===== config.mk =====
export PLATFORM = sky130hd
export DESIGN_NAME = ram_arbiter
export DESIGN_NICKNAME = d
export VERILOG_FILES = /design/src/rtl/cpu10_pkg.sv /design/src/rtl/arb_pick2.sv /design/src/rtl/ram_arbiter.sv
export SDC_FILE = /design/constraint.sdc
export NUM_CORES = 1
export LEC_CHECK = 0
export ABC_AREA = 1
export BUFFER_PORTS_ARGS = -buffer_cell sky130_fd_sc_hd__clkbuf_2
export CELL_PAD_IN_SITES_DETAIL_PLACEMENT = 2
export CELL_PAD_IN_SITES_GLOBAL_PLACEMENT = 2
export CORE_ASPECT_RATIO = 0.7
export CORE_MARGIN = 4
export CORE_UTILIZATION = 22
export DETAILED_ROUTE_END_ITERATION = 10
export GPL_TIMING_DRIVEN = 0
export HOLD_SLACK_MARGIN = 0.15
export PLACE_DENSITY_LB_ADDON = 0.08
export SETUP_SLACK_MARGIN = 0.5
export SYNTH_ARGS = -nofsm -noshare
export SYNTH_HDL_FRONTEND = slang
export SYNTH_SLANG_ARGS = --single-unit

===== constraint.sdc =====
create_clock -name clk -period 2.4 [get_ports clk]
set_input_delay 0.36 -clock clk [delete_from_list [all_inputs] [get_ports clk]]
set_output_delay 0.36 -clock clk [all_outputs]
set_load 0.1 [all_outputs]

===== src/rtl/cpu10_pkg.sv =====
`default_nettype none
// ============================================================================
// Module : cpu10_pkg
// Brief  : Shared widths and arbiter FSM state encoding.
// Rev    : 1.0
// ============================================================================
package cpu10_pkg;

  localparam int DATA_W = 10;
  localparam int ADDR_W = 10;

  typedef enum logic [1:0] {
    IDLE   = 2'd0,
    ACCESS = 2'd1,
    RDATA  = 2'd2
  } state_e;

endpackage
`default_nettype wire


===== src/rtl/arb_pick2.sv =====
`default_nettype none
// ============================================================================
// Module : arb_pick2
// Brief  : Two-way port selector, round-robin or fixed priority (port 0).
// Rev    : 1.0
// ============================================================================
module arb_pick2 (
  input  logic req0,
  input  logic req1,
  input  logic last,
  input  logic rr,
  output logic sel,
  output logic any
);

  always_comb begin
    any = req0 | req1;
    sel = 1'b0;
    if (req0 && req1) begin
      // On conflict round-robin favours the port not granted last.
      sel = rr ? ~last : 1'b0;
    end else begin
      sel = req1;
    end
  end

endmodule
`default_nettype wire


===== src/rtl/ram_arbiter.sv =====
`default_nettype none
// ============================================================================
// Module : ram_arbiter
// Brief  : Two-port arbiter in front of a 1024x10 synchronous RAM.
// Rev    : 1.0
// ============================================================================
module ram_arbiter
  import cpu10_pkg::*;
#(
  parameter logic RR = 1'b1
) (
  input  logic              clk,
  input  logic              rst,
  input  logic              p0_req,
  input  logic              p0_we,
  input  logic [ADDR_W-1:0] p0_addr,
  input  logic [DATA_W-1:0] p0_wdata,
  input  logic              p1_req,
  input  logic              p1_we,
  input  logic [ADDR_W-1:0] p1_addr,
  input  logic [DATA_W-1:0] p1_wdata,
  output logic              p0_gnt,
  output logic              p1_gnt,
  output logic              p0_rvalid,
  output logic              p1_rvalid,
  output logic [DATA_W-1:0] rdata,
  output logic              busy,
  output logic              ram_we,
  output logic [ADDR_W-1:0] ram_address,
  output logic [DATA_W-1:0] ram_wdata,
  input  logic [DATA_W-1:0] ram_rdata
);

  state_e              state_q, state_d;
  logic                port_q,  port_d;
  logic                we_q,    we_d;
  logic [ADDR_W-1:0]   addr_q,  addr_d;
  logic [DATA_W-1:0]   wdata_q, wdata_d;
  logic [1:0]          gnt_q,   gnt_d;
  logic                last_q,  last_d;
  logic                w_sel;
  logic                w_any;

  arb_pick2 u_pick (
    .req0 (p0_req),
    .req1 (p1_req),
    .last (last_q),
    .rr   (RR),
    .sel  (w_sel),
    .any  (w_any)
  );

  always_ff @(posedge clk or posedge rst) begin
    if (rst) begin
      state_q <= IDLE;
      port_q  <= 1'b0;
      we_q    <= 1'b0;
      addr_q  <= '0;
      wdata_q <= '0;
      gnt_q   <= 2'b00;
      last_q  <= 1'b1;
    end else begin
      state_q <= state_d;
      port_q  <= port_d;
      we_q    <= we_d;
      addr_q  <= addr_d;
      wdata_q <= wdata_d;
      gnt_q   <= gnt_d;
      last_q  <= last_d;
    end
  end

  always_comb begin
    state_d = state_q;
    port_d  = port_q;
    we_d    = we_q;
    addr_d  = addr_q;
    wdata_d = wdata_q;
    gnt_d   = 2'b00;
    last_d  = last_q;
    unique case (state_q)
      IDLE: begin
        if (w_any) begin
          port_d  = w_sel;
          we_d    = w_sel ? p1_we    : p0_we;
          addr_d  = w_sel ? p1_addr  : p0_addr;
          wdata_d = w_sel ? p1_wdata : p0_wdata;
          gnt_d   = w_sel ? 2'b10 : 2'b01;
          last_d  = w_sel;
          state_d = ACCESS;
        end
      end
      ACCESS: begin
        // ACCESS spans the grant cycle plus the RAM cycle.
        if (gnt_q == 2'b00) begin
          state_d = we_q ? IDLE : RDATA;
        end
      end
      RDATA: begin
        state_d = IDLE;
      end
      default: begin
        state_d = IDLE;
      end
    endcase
  end

  // Write strobe only in the second ACCESS cycle, so one RAM edge per write.
  assign ram_we      = (state_q == ACCESS) && (gnt_q == 2'b00) && we_q;
  assign ram_address = (state_q == ACCESS) ? addr_q  : '0;
  assign ram_wdata   = (state_q == ACCESS) ? wdata_q : '0;
  assign rdata       = (state_q == RDATA)  ? ram_rdata : '0;
  assign p0_rvalid   = (state_q == RDATA) && !port_q;
  assign p1_rvalid   = (state_q == RDATA) &&  port_q;
  assign p0_gnt      = gnt_q[0];
  assign p1_gnt      = gnt_q[1];
  assign busy        = (state_q != IDLE);

endmodule
`default_nettype wire


==> results by group <==
Outcome
  • Status: completed

Setup path
  • Slowest library cell on the worst path: dfrtp_1
  • Worst R2R Setup Slack: 0.98 ns
  • Crit. End Element: primary output
  • CP Max Fanout: 10
  • Startpoint Class: flop
  • Crit path cell chain: inv_1 > nand2_2 > buf_8 > nor2_4 > clkbuf_8
  • Crit-path max cell delay: 0.39 ns
  • Crit Path Class: reg2out
  • Worst Path Buf+Inv: 3
  • Worst reg2reg path depth: 7
  • Data required, critical path: 2.04 ns
  • Top Family by Delay on Critical Path: buffers and inverters
  • Worst r2r dst: addr_q[1]$_DFFE_PP0P_
  • Crit path DAT: 1.47 ns
  • Worst R2R Start: last_q$_DFFE_PP1P_

Final layout
  • Area of the multi-input gates: 872 µm²
  • Area growth from synthesis to layout: 69.6%
  • Core Util, Final: 39.1%
  • Ant diodes: 0
  • # fillers: 834
  • Most frequent cells in the layout: nand2_1 (112), clkbuf_2 (59), inv_1 (35)
  • Commonest non-fill, non-tap cell in the layout: nand2_1
  • Register area: 679 µm²
  • Share of post-route cells with drive strength above 1: 39.9%
  • Final instance area: 0.00269 mm²
  • # nets final: 403

CTS
  • Root Driver: clkbuf_8
  • Hold buffer count at cts: 0
  • CTS buffer count: 3
  • Total clock sinks: 27
  • CTS tree: built
  • Clk_lat worst skew: 0.28 ns
  • Setup Fix Bufs, Post-CTS: 0
  • Deepest clock path buffer count: 2
  • H-tree levels: 1
  • Clk slew on worst S/H paths: 0.10 ns

Timing
  • Final Hold Vio Count: 0
  • Final Slew Violations: 0
  • Slew @ Worst Pin: 1.09 ns
  • Setup TNS: 0 ns
  • Final Cycle Share: 76.2%
  • Tmin final: 1.83 ns
  • Worst clock skew: 0.00915 ns
  • Final setup violation count: 0
  • Min Hold Slack: 0.332 ns
  • RSZ-0062 raised after global routing: yes
  • Worst slew margin: 27.4%
  • Max Clock Freq: 547 MHz

Logic synthesis
  • Syn_area_per_cell: 6.32 µm²
  • Synthesized instance count: 251
  • Flops & latches, synth: 27
  • Cell variety after synth: 16
  • Post-synthesis sequential area ratio: 42.7%
  • Leading area contributor after synthesis: dfrtp_1
  • Netlist Area Pre-Place: 0.00159 mm²
  • Mapped Nets: 307
  • Synth top area share: 41.0%
  • Synth Warn #: 0
  • Top cells by area, synth: dfrtp_1 (41%), nand2_1 (27%), inv_1 (8.3%)

Floorplan
  • Rows: 25
  • Initial Util: 23.1%
  • Die H: 79.1 µm
  • Ports: 92
  • Die area: 0.00866 mm²
  • Die width: 110 µm
  • Core Box Area: 0.00688 mm²

Global route
  • First-pass GRT wire length: 10000 µm
  • Total track usage: 14.7%
  • Largest net degree at the start of global routing: 28
  • Initial antenna violation count: 0
  • GR Overflow Total: 0
  • Vias in the first global route: 2050

Drt
  • DRT Wirelength: 6130 µm
  • Vias: 1852
  • Number of vias per cell: 4.21
  • Drc violations: 0
  • DR iter-0 viols: 43
  • Post-DRT Antenna Nets: 0
  • Routed WL per cell: 13.9 µm
  • Pre-antenna DRT Iters: 3

Flow run
  • Max-cap violations: 0

Placement
  • Post-DP HPWL: 4880 µm
  • IO Port Bufs: 91
  • Placer's final routability congestion estimate: 0.776
  • Placed cell area: 0.00233 mm²

Power
  • Peak supply drop: 0.667 mV
  • PD cells: 1520 mW/mm²
  • Leak pwr: 1.51 nW

Min path
  • Hold Crit Class: in2async
## power by group
part           switching, W  internal, W
Clock              0.000155     0.000119
Combinational       0.00222     0.000808
Sequential         0.000117     0.000674
Total               0.00249      0.00160
## timing repair
| item | CTS | global route |
|---|---|---|
| endpoints found under the setup margin | 31 | 32 |
| gates resized for setup | 68 | 12 |
| hold endpoints to repair | 0 | 0 |
| pin swaps | 0 | 1 |
## synthesized netlist by cell type
cell and instances:
inv_1 35, nor2_1 34, a21oi_2 1, nor3b_1 1
clkbuf_1 3, nor3_1 1, or2_2 1, dfrtp_1 26
nor2_2 1, nand3_1 22, buf_2 8, buf_6 2
dfstp_2 1, inv_2 1, nand2_1 113, o21ai_0 1
## how the worst max path moves through the flow
| stage | startpoint | to | slack, ns | cells past startpoint |
|---|---|---|---|---|
| after global routing | state_q[1]$_DFFE_PP0P_ | ram_wdata[6] | 0.48 | 5 |
| after CTS | state_q[1]$_DFFE_PP0P_ | ram_address[7] | 0.47 | 5 |
| final | state_q[1]$_DFFE_PP0P_ | ram_wdata[6] | 0.57 | 5 |
| after floorplan | state_q[0]$_DFFE_PP0P_ | p0_rvalid | 0.08 | 4 |
| after detailed placement | state_q[1]$_DFFE_PP0P_ | ram_wdata[6] | 0.37 | 5 |
| after global placement | state_q[1]$_DFFE_PP0P_ | ram_wdata[8] | 0.38 | 5 |
## kinds of logic (layout without fill, tap and decap cells)
logic type      Yosys count  after routing  share of synthesized area (%)
flops                    27             27                           42.7
compound gates            2              2                          0.867
simple gates            173            173                           43.3
buf+inv                  49            144                           13.2
## registers in the layout, summed over array words and instances, names as in the netlist
register and cells:
we_q 1, port_q 1, gnt_q 2, state_q 2
addr_q 10, wdata_q 10, last_q 1
## area by class of cell
class / count / share of cell area (%)
tap: 94 / 4.37
multi-input combinational: 175 / 32.4
buffer: 13 / 3.72
timing repair buffer: 91 / 27.5
inverter: 36 / 5.02
clock buffer: 4 / 1.67
sequential: 27 / 25.3
## per-layer routing
metal,track usage (%),vias up,share of wire [%]
met4,2.24,0,0.31
met1,18.2,889,44
met3,3.01,2,4.3
met5,0,-,0
met2,26.6,38,51
li1,-,923,-
## stage by stage
stage	setup slack, ns	cells	power [W]
final	0.572	440	0.00409
after global routing	0.480	440	0.00435
after CTS	0.471	440	0.00412
after detailed placement	0.368	436	0.00352
after global placement	0.383	436	0.00346
after floorplan	0.0798	251	0.00303
Power figures use the tool's default switching activity.
